### src/rtl/trace_capture.sv
// trace_capture: arm/trigger trace ring for the datapath PC and NUM_CH register-read values, drained oldest-first.
// Define TRACE_CAPTURE_TIMESTAMP_EN to stamp each entry with a 32-bit cycle count, read back on rd_ts.
module trace_capture #(
    parameter int PC_WIDTH   = 64,
    parameter int DATA_WIDTH = 64,
    parameter int NUM_CH     = 2,
    parameter int DEPTH      = 16,
    parameter int POST_TRIG  = 4
) (
    input  logic                         clock,
    input  logic                         reset_n,
    input  logic                         cap_en,
    input  logic [PC_WIDTH-1:0]          pc_in,
    input  logic [NUM_CH*DATA_WIDTH-1:0] data_in,
    input  logic                         mode,
    input  logic                         arm,
    input  logic                         trig,
    output logic                         rd_valid,
    input  logic                         rd_ready,
    output logic [PC_WIDTH-1:0]          rd_pc,
    output logic [NUM_CH*DATA_WIDTH-1:0] rd_data,
`ifdef TRACE_CAPTURE_TIMESTAMP_EN
    output logic [31:0]                  rd_ts,
`endif
    output logic [$clog2(DEPTH+1)-1:0]   count,
    output logic [1:0]                   state,
    output logic                         overflow
);
    localparam int PTR_W = $clog2(DEPTH);
    localparam int CNT_W = $clog2(DEPTH+1);
    localparam int DW    = NUM_CH*DATA_WIDTH;
`ifdef TRACE_CAPTURE_TIMESTAMP_EN
    localparam int ENT_W = 32 + PC_WIDTH + DW;
`else
    localparam int ENT_W = PC_WIDTH + DW;
`endif

    typedef enum logic [1:0] {
        ST_IDLE  = 2'd0,
        ST_ARMED = 2'd1,
        ST_POST  = 2'd2,
        ST_DONE  = 2'd3
    } state_t;

    state_t             state_r;
    state_t             state_nxt_s;
    logic [PTR_W-1:0]   wr_ptr_r;
    logic [PTR_W-1:0]   rd_ptr_r;
    logic [PTR_W-1:0]   post_cnt_r;
    logic [CNT_W-1:0]   count_r;
    logic               overflow_r;
    logic               mode_r;
    logic               wr_en_s;
    logic               pop_s;
    logic               full_s;
    logic [ENT_W-1:0]   entry_s;
    logic [ENT_W-1:0]   rd_entry_s;
    logic [ENT_W-1:0]   mem [DEPTH];

`ifdef TRACE_CAPTURE_TIMESTAMP_EN
    logic [31:0]        ts_r;

    // Free-running cycle stamp, wraps naturally.
    always_ff @(posedge clock or negedge reset_n) begin
        if (!reset_n) begin
            ts_r <= 32'd0;
        end else begin
            ts_r <= ts_r + 32'd1;
        end
    end

    assign entry_s = {ts_r, pc_in, data_in};
    assign rd_ts   = rd_valid ? rd_entry_s[DW+PC_WIDTH +: 32] : 32'd0;
`else
    assign entry_s = {pc_in, data_in};
`endif

    assign full_s = (count_r == CNT_W'(DEPTH));

    // Write/pop qualifiers; arm pre-empts every other action in its cycle.
    always_comb begin
        wr_en_s = 1'b0;
        pop_s   = 1'b0;
        if (arm) begin
            wr_en_s = 1'b0;
            pop_s   = 1'b0;
        end else if (state_r == ST_ARMED || state_r == ST_POST) begin
            wr_en_s = cap_en;
        end else if (state_r == ST_DONE) begin
            pop_s = rd_ready && (count_r != CNT_W'(0));
        end else begin
            wr_en_s = 1'b0;
        end
    end

    // Next-state logic for the arm/trigger/drain sequence.
    always_comb begin
        state_nxt_s = state_r;
        if (arm) begin
            state_nxt_s = ST_ARMED;
        end else begin
            case (state_r)
                ST_IDLE:  state_nxt_s = ST_IDLE;
                ST_ARMED: begin
                    if (!mode_r) begin
                        if (trig || (wr_en_s && count_r == CNT_W'(DEPTH-1))) begin
                            state_nxt_s = ST_DONE;
                        end else begin
                            state_nxt_s = ST_ARMED;
                        end
                    end else if (trig) begin
                        state_nxt_s = (POST_TRIG == 0) ? ST_DONE : ST_POST;
                    end else begin
                        state_nxt_s = ST_ARMED;
                    end
                end
                ST_POST: begin
                    if (wr_en_s && post_cnt_r == PTR_W'(1)) begin
                        state_nxt_s = ST_DONE;
                    end else begin
                        state_nxt_s = ST_POST;
                    end
                end
                ST_DONE:  state_nxt_s = ST_DONE;
                default:  state_nxt_s = ST_IDLE;
            endcase
        end
    end

    // State register.
    always_ff @(posedge clock or negedge reset_n) begin
        if (!reset_n) begin
            state_r <= ST_IDLE;
        end else begin
            state_r <= state_nxt_s;
        end
    end

    // Pointers, occupancy and sticky overflow; a write into a full ring drops the oldest entry.
    always_ff @(posedge clock or negedge reset_n) begin
        if (!reset_n) begin
            wr_ptr_r   <= '0;
            rd_ptr_r   <= '0;
            count_r    <= '0;
            overflow_r <= 1'b0;
            mode_r     <= 1'b0;
        end else if (arm) begin
            wr_ptr_r   <= '0;
            rd_ptr_r   <= '0;
            count_r    <= '0;
            overflow_r <= 1'b0;
            mode_r     <= mode;
        end else if (wr_en_s) begin
            wr_ptr_r <= wr_ptr_r + PTR_W'(1);
            if (full_s) begin
                rd_ptr_r   <= rd_ptr_r + PTR_W'(1);
                overflow_r <= 1'b1;
            end else begin
                count_r <= count_r + CNT_W'(1);
            end
        end else if (pop_s) begin
            rd_ptr_r <= rd_ptr_r + PTR_W'(1);
            count_r  <= count_r - CNT_W'(1);
        end
    end

    // Post-trigger sample budget, loaded when a ring-mode trigger lands.
    always_ff @(posedge clock or negedge reset_n) begin
        if (!reset_n) begin
            post_cnt_r <= '0;
        end else if (arm) begin
            post_cnt_r <= '0;
        end else if (state_r == ST_ARMED && mode_r && trig) begin
            post_cnt_r <= PTR_W'(POST_TRIG);
        end else if (state_r == ST_POST && wr_en_s) begin
            post_cnt_r <= post_cnt_r - PTR_W'(1);
        end
    end

    // Storage array carries no reset; outputs are masked until an entry is valid.
    always_ff @(posedge clock) begin
        if (wr_en_s) begin
            mem[wr_ptr_r] <= entry_s;
        end
    end

    assign rd_entry_s = mem[rd_ptr_r];
    assign rd_valid   = (state_r == ST_DONE) && (count_r != CNT_W'(0));
    assign rd_pc      = rd_valid ? rd_entry_s[DW +: PC_WIDTH] : '0;
    assign rd_data    = rd_valid ? rd_entry_s[DW-1:0] : '0;
    assign count      = count_r;
    assign state      = state_r;
    assign overflow   = overflow_r;

endmodule

### config.mk
export PLATFORM = sky130hd
export DESIGN_NAME = trace_capture
export DESIGN_NICKNAME = d
export VERILOG_FILES = /design/src/rtl/trace_capture.sv
export SDC_FILE = /design/constraint.sdc
export NUM_CORES = 2
export LEC_CHECK = 0
export CORE_ASPECT_RATIO = 0.6
export CORE_MARGIN = 2
export CORE_UTILIZATION = 57
export DETAILED_ROUTE_END_ITERATION = 8
export PLACE_DENSITY = 0.75
export RECOVER_POWER = 100
export SLEW_MARGIN = 20
export SYNTH_ARGS = -nofsm -noshare
export SYNTH_HDL_FRONTEND = slang
export SYNTH_SLANG_ARGS = --single-unit
### constraint.sdc
create_clock -name clock -period 10.2 [get_ports clock]
set_clock_uncertainty 0.2 [all_clocks]
set_input_delay 1.53 -clock clock [delete_from_list [all_inputs] [get_ports clock]]
set_output_delay 1.53 -clock clock [all_outputs]
set_load 0.02 [all_outputs]
# Word level (Yosys, flattened, before mapping)
# Memories as Yosys holds them, arrays and structs flattened.
# Cells that the tools add are included.
# Widths: inputs -> output; s select.
dict set report classes {
  reduce_logical 18
  n_addsub 5
  n_mux 31
  n_eq_ne 8
}
# op n
set ops {}
lappend ops {{$mux 128} 1}
lappend ops {{$mux 64} 1}
lappend ops {{$mux 4} 9}
lappend ops {{$mux 5} 4}
lappend ops {{$mux 1} 11}
lappend ops {{$add 4x1->4 const B} 2}
lappend ops {{$mux 2} 4}
lappend ops {{$pmux 2 s4} 1}
lappend ops {{$logic_and 1x1->1} 7}
lappend ops {{$reduce_and 2->1} 3}
lappend ops {{$reduce_bool 3->1} 2}
lappend ops {{$add 5x1->5 const B} 1}
lappend ops {{$eq 5x4->1 const B} 1}
lappend ops {{$eq 5x5->1 const B} 1}
lappend ops {{$reduce_bool 5->1} 1}
lappend ops {{$sub 5x1->5 const B} 1}
lappend ops {{$eq 2x2->1 const B} 2}
lappend ops {{$eq 4x1->1 const B} 1}
lappend ops {{$reduce_bool 2->1} 2}
lappend ops {{$sub 4x1->4 const B} 1}
lappend ops {{$ne 3x2->1 const B} 1}
lappend ops {{$ne 3x3->1 const B} 1}
lappend ops {{$eq 2x1->1 const B} 1}
lappend ops {{$logic_not 2->1} 1}
lappend ops {{$logic_or 1x1->1} 2}
dict set report totals {
  memories 1
  elab_cells 70
  ramBits 3072
  out_inout_bits 201
  register_bits 21
}
# memory words width rd rd_ports_with_merged_regs wr line_no
set memory_table {}
lappend memory_table {mem 16 192 1 0 1 58} ;# logic [ENT_W-1:0] mem [DEPTH];

# Longest topological paths before layout
dict set report depth {
  word_depth 10
  ltp_mapped 9
  depth_no_buf 9
}

# Least setup slack after synthesis
# OpenSTA, ideal clock, no wires.
dict set report synth_path {
  path_kind {input to register}
  startpoint {input arm}
  endpoint {memory mem[0][0] (netlist bit) (enable)}
  path_buffers 0
  t_arrival_ns 6.555
  setup_slack_ns 2.870
  required_time_ns 9.425
  setup_ns 0.575
  path_stages 4
  path_cell_list {and3b_1 > inv_1 > nor3_1 > and2_1}
}
dict set report synth_via {
  elab_chain_len 3
}
# element line_no
set synth_lines {}
lappend synth_lines {{from (decl)} 16} ;# input logic arm,
lappend synth_lines {{$mux 1} 84} ;# if (arm) begin
lappend synth_lines {{$mux 1} 182} ;# if (wr_en_s) begin
lappend synth_lines {{$mux 1 (implied by the code)} 183} ;# mem[wr_ptr_r] <= entry_s;
lappend synth_lines {{to (decl)} 58}
# No other way between the ends.

# Worst setup path after layout
dict set report layout_path {
  startpoint {input arm}
  endpoint {memory mem[11][29] (netlist bit) (enable)}
}
# Same word-level chain as after synthesis.

==> metrics <==
postcts setup bufs=0; CTS tree=done; row count=roughly 130; Post-CTS Resized=0; register area=92800 um2; final hold violation count=0; Max-Cap Viols=44; Post-CTS Hold Buffers=0; Nets=5562; core area=between 200000 and 250000 um2; Mapped Area=around 120000 um2; CP max stage delay=around 2.7 ns; CTS Buffer Depth=4; register bit total from synthesis=between 3000 and 4000; clock sinks=roughly 3100; Hold Crit Class=reg -> reg; initial DRC count=a little over 6000; share of layout cells above drive strength 1=a little under a quarter; failing checks=max-capacitance violations, max-slew violations; asr flop ratio synth=0.679%; Leak=between 40 and 50 nW; Initial Utilization=a little under three fifths; most frequent cells in the layout=3072 x edfxtp_1, 767 x mux4_2, 386 x mux2i_1; pwr/cell area=208 nW/um2; gr ovfl total=0; syn nets=~5100; CP Launch Type=input pin; first-pass GRT wire length=between 300000 and 400000 um; Vias=around 54000; Layout area overhead=13.1%; Cell Chain, Critical Path=dlygate4sd3_1 -> and3b_1 -> nand2_1 -> nor2_1 -> and2_0 -> clkbuf_2; Die Y=356 um; Post-Synthesis Cells=a little under 5000; footprint of the multi-input gates=about 24000 um2; Final setup viols=0; Slew HR=-225%; clock slew at reported path FFs=approximately 0.060 ns; number of global-route vias before repair=approximately 55000; status=finished, violations left; syn_area_per_cell=about 24 um2; TNS Setup=0 ns; Root Buffer=clkbuf_16; I/O Pins=400; critical path class=in -> reg; post-route ant nets=0; die area=211000 um2; Post-synth EDFFs=approximately 3100; Critical Path Fanout Max=about 80; Max Slew Vio Count=approximately 1800; Max Fclk=~120 MHz; synth warn=0; Clock Latency Late Sink=~0.8 ns; vias per cell=approximately 6.4; placed insts=a little under 8000; Die X=591 um; crit path DAT=8.41 ns; prevailing post-synth register cell=edfxtp_1; Worst-Margin Slew=approximately 4.9 ns; synth unique cells=53; RSZ-0062 raised after global routing=false; drc violations=0; CTS Buf Count=279; most common cell after layout, fill and taps aside=edfxtp_1; crit share post-route=between 80% and 90%; DR pass1 iterations=5; Slowest-stage cell, CP=and2_0; design area=around 130000 um2; RD Place Congestion=0.731; fin crit period=8.29 ns; Post-DP HPWL=130000 um; PortBufs=399; Post-Route WL=between 200000 and 300000 um; routed len/inst=approximately 31 um; largest net degree at the start of global routing=roughly 130; Worst IR Drop VDD=roughly 0.18 mV; crit path capture type=flop; Seq/Total Area, Yosys=78.7%; Final Non-Filler Cells=8323; htree depth=5; CP required=between 10 and 15 ns; Placed Area=approximately 120000 um2; fill count=approximately 13000; initial antenna violation count=67; gr usage total=approximately a quarter
path summary, 6_finish.rpt:
path,start,end,slack [ns],cells after the start
setup / recovery,arm,mem[11][29],1.91,6
hold / removal,overflow,overflow,0.30,2
setup reg to reg,state[0],mem[11][29],2.69,7
hold reg to reg,overflow,overflow,0.30,2
max in group asynchronous,reset_n,rd_ptr_r[1],8.22,1
min in group asynchronous,reset_n,count[3],0.73,1
cells in the mapped netlist (2+ instances only):
cell type	instances	area [um2]
o41ai_1	2	17.5
mux2i_1	386	3860
edfxtp_1	3072	92200
inv_1	8	30.0
nor4_1	2	12.5
buf_6	6	67.6
and3_1	2	12.5
xnor2_1	5	43.8
o21ai_0	8	40.0
nand4_1	2	12.5
mux4_2	767	17300
o22ai_2	40	500
and3b_1	2	17.5
or3_1	4	25.0
nand3b_1	4	30.0
and2_1	17	106
nand3_1	6	30.0
dfrtp_1	21	526
buf_12	6	120
xor2_1	3	26.3
a211oi_1	2	15.0
clkbuf_1	28	105
buf_8	15	225
nor2_1	16	60.1
buf_4	17	128
nand4b_1	2	17.5
a21oi_1	13	65.1
buf_1	22	82.6
ha_1	15	188
o22ai_1	151	945
buf_2	167	836
nand2_1	9	33.8
report_power, final:
part	switching, W	internal [W]	leakage (nW)
Clock	0.00445	0.00571	4.24
Sequential	0.0000947	0.0141	27.9
Combinational	0.00178	0.00156	7.92
Total	0.00632	0.0214	40.1
cells by family after synthesis:
logic type,after synthesis,synth area share (%)
flip-flops,3093,78.7
multiplexers,1154,17.9
buffers and inverters,270,1.36
AO/OA/AOI/OAI,226,1.41
AND/OR/NAND/NOR,74,0.375
adder cells (fa/ha/maj),16,0.176
XOR/XNOR,8,0.0594
metrics by stage:
step	hold slack (ns)	worst slack [ns]	util, %	total power [W]
after global placement	0.279	4.33	60.7	0.0179
after floorplan	0.304	2.87	-	0.0169
after detailed placement	0.291	4.34	60.7	0.0179
after global routing	0.371	1.63	64.8	0.0286
after CTS	0.306	3.43	64.9	0.0280
final	0.301	1.91	64.8	0.0277
flip-flops by register name, summed over array words and instances (netlist names):
register,flops
mem,3072
count,5
post_cnt_r,4
rd_ptr_r,4
wr_ptr_r,4
state,2
mode_r,1
overflow,1
per-layer routing:
metal	track usage, %	vias to the layer above	part of all wire, %
li1	-	21900	-
met1	36.6	28800	41
met2	39.0	2503	48
met3	4.54	453	8.1
met4	7.25	24	2.6
met5	0	-	0.061
area by class of cell:
cell class	count	share of cell area [%]
flip-flops and latches	3093	69.6
multi-input cells	1478	17.7
clock buffers	349	5.56
repair buffers	487	3.64
well taps	2751	2.58
clock inverters	140	0.938
diodes	17	0.0319
inverters	8	0.0225
worst max-delay path, delay by kind of cell:
kind	cells	cell delay, ns
and+or+nand+nor	4	3.37
buffers and inverters	2	3.34
(Power assumes the default switching activity.)
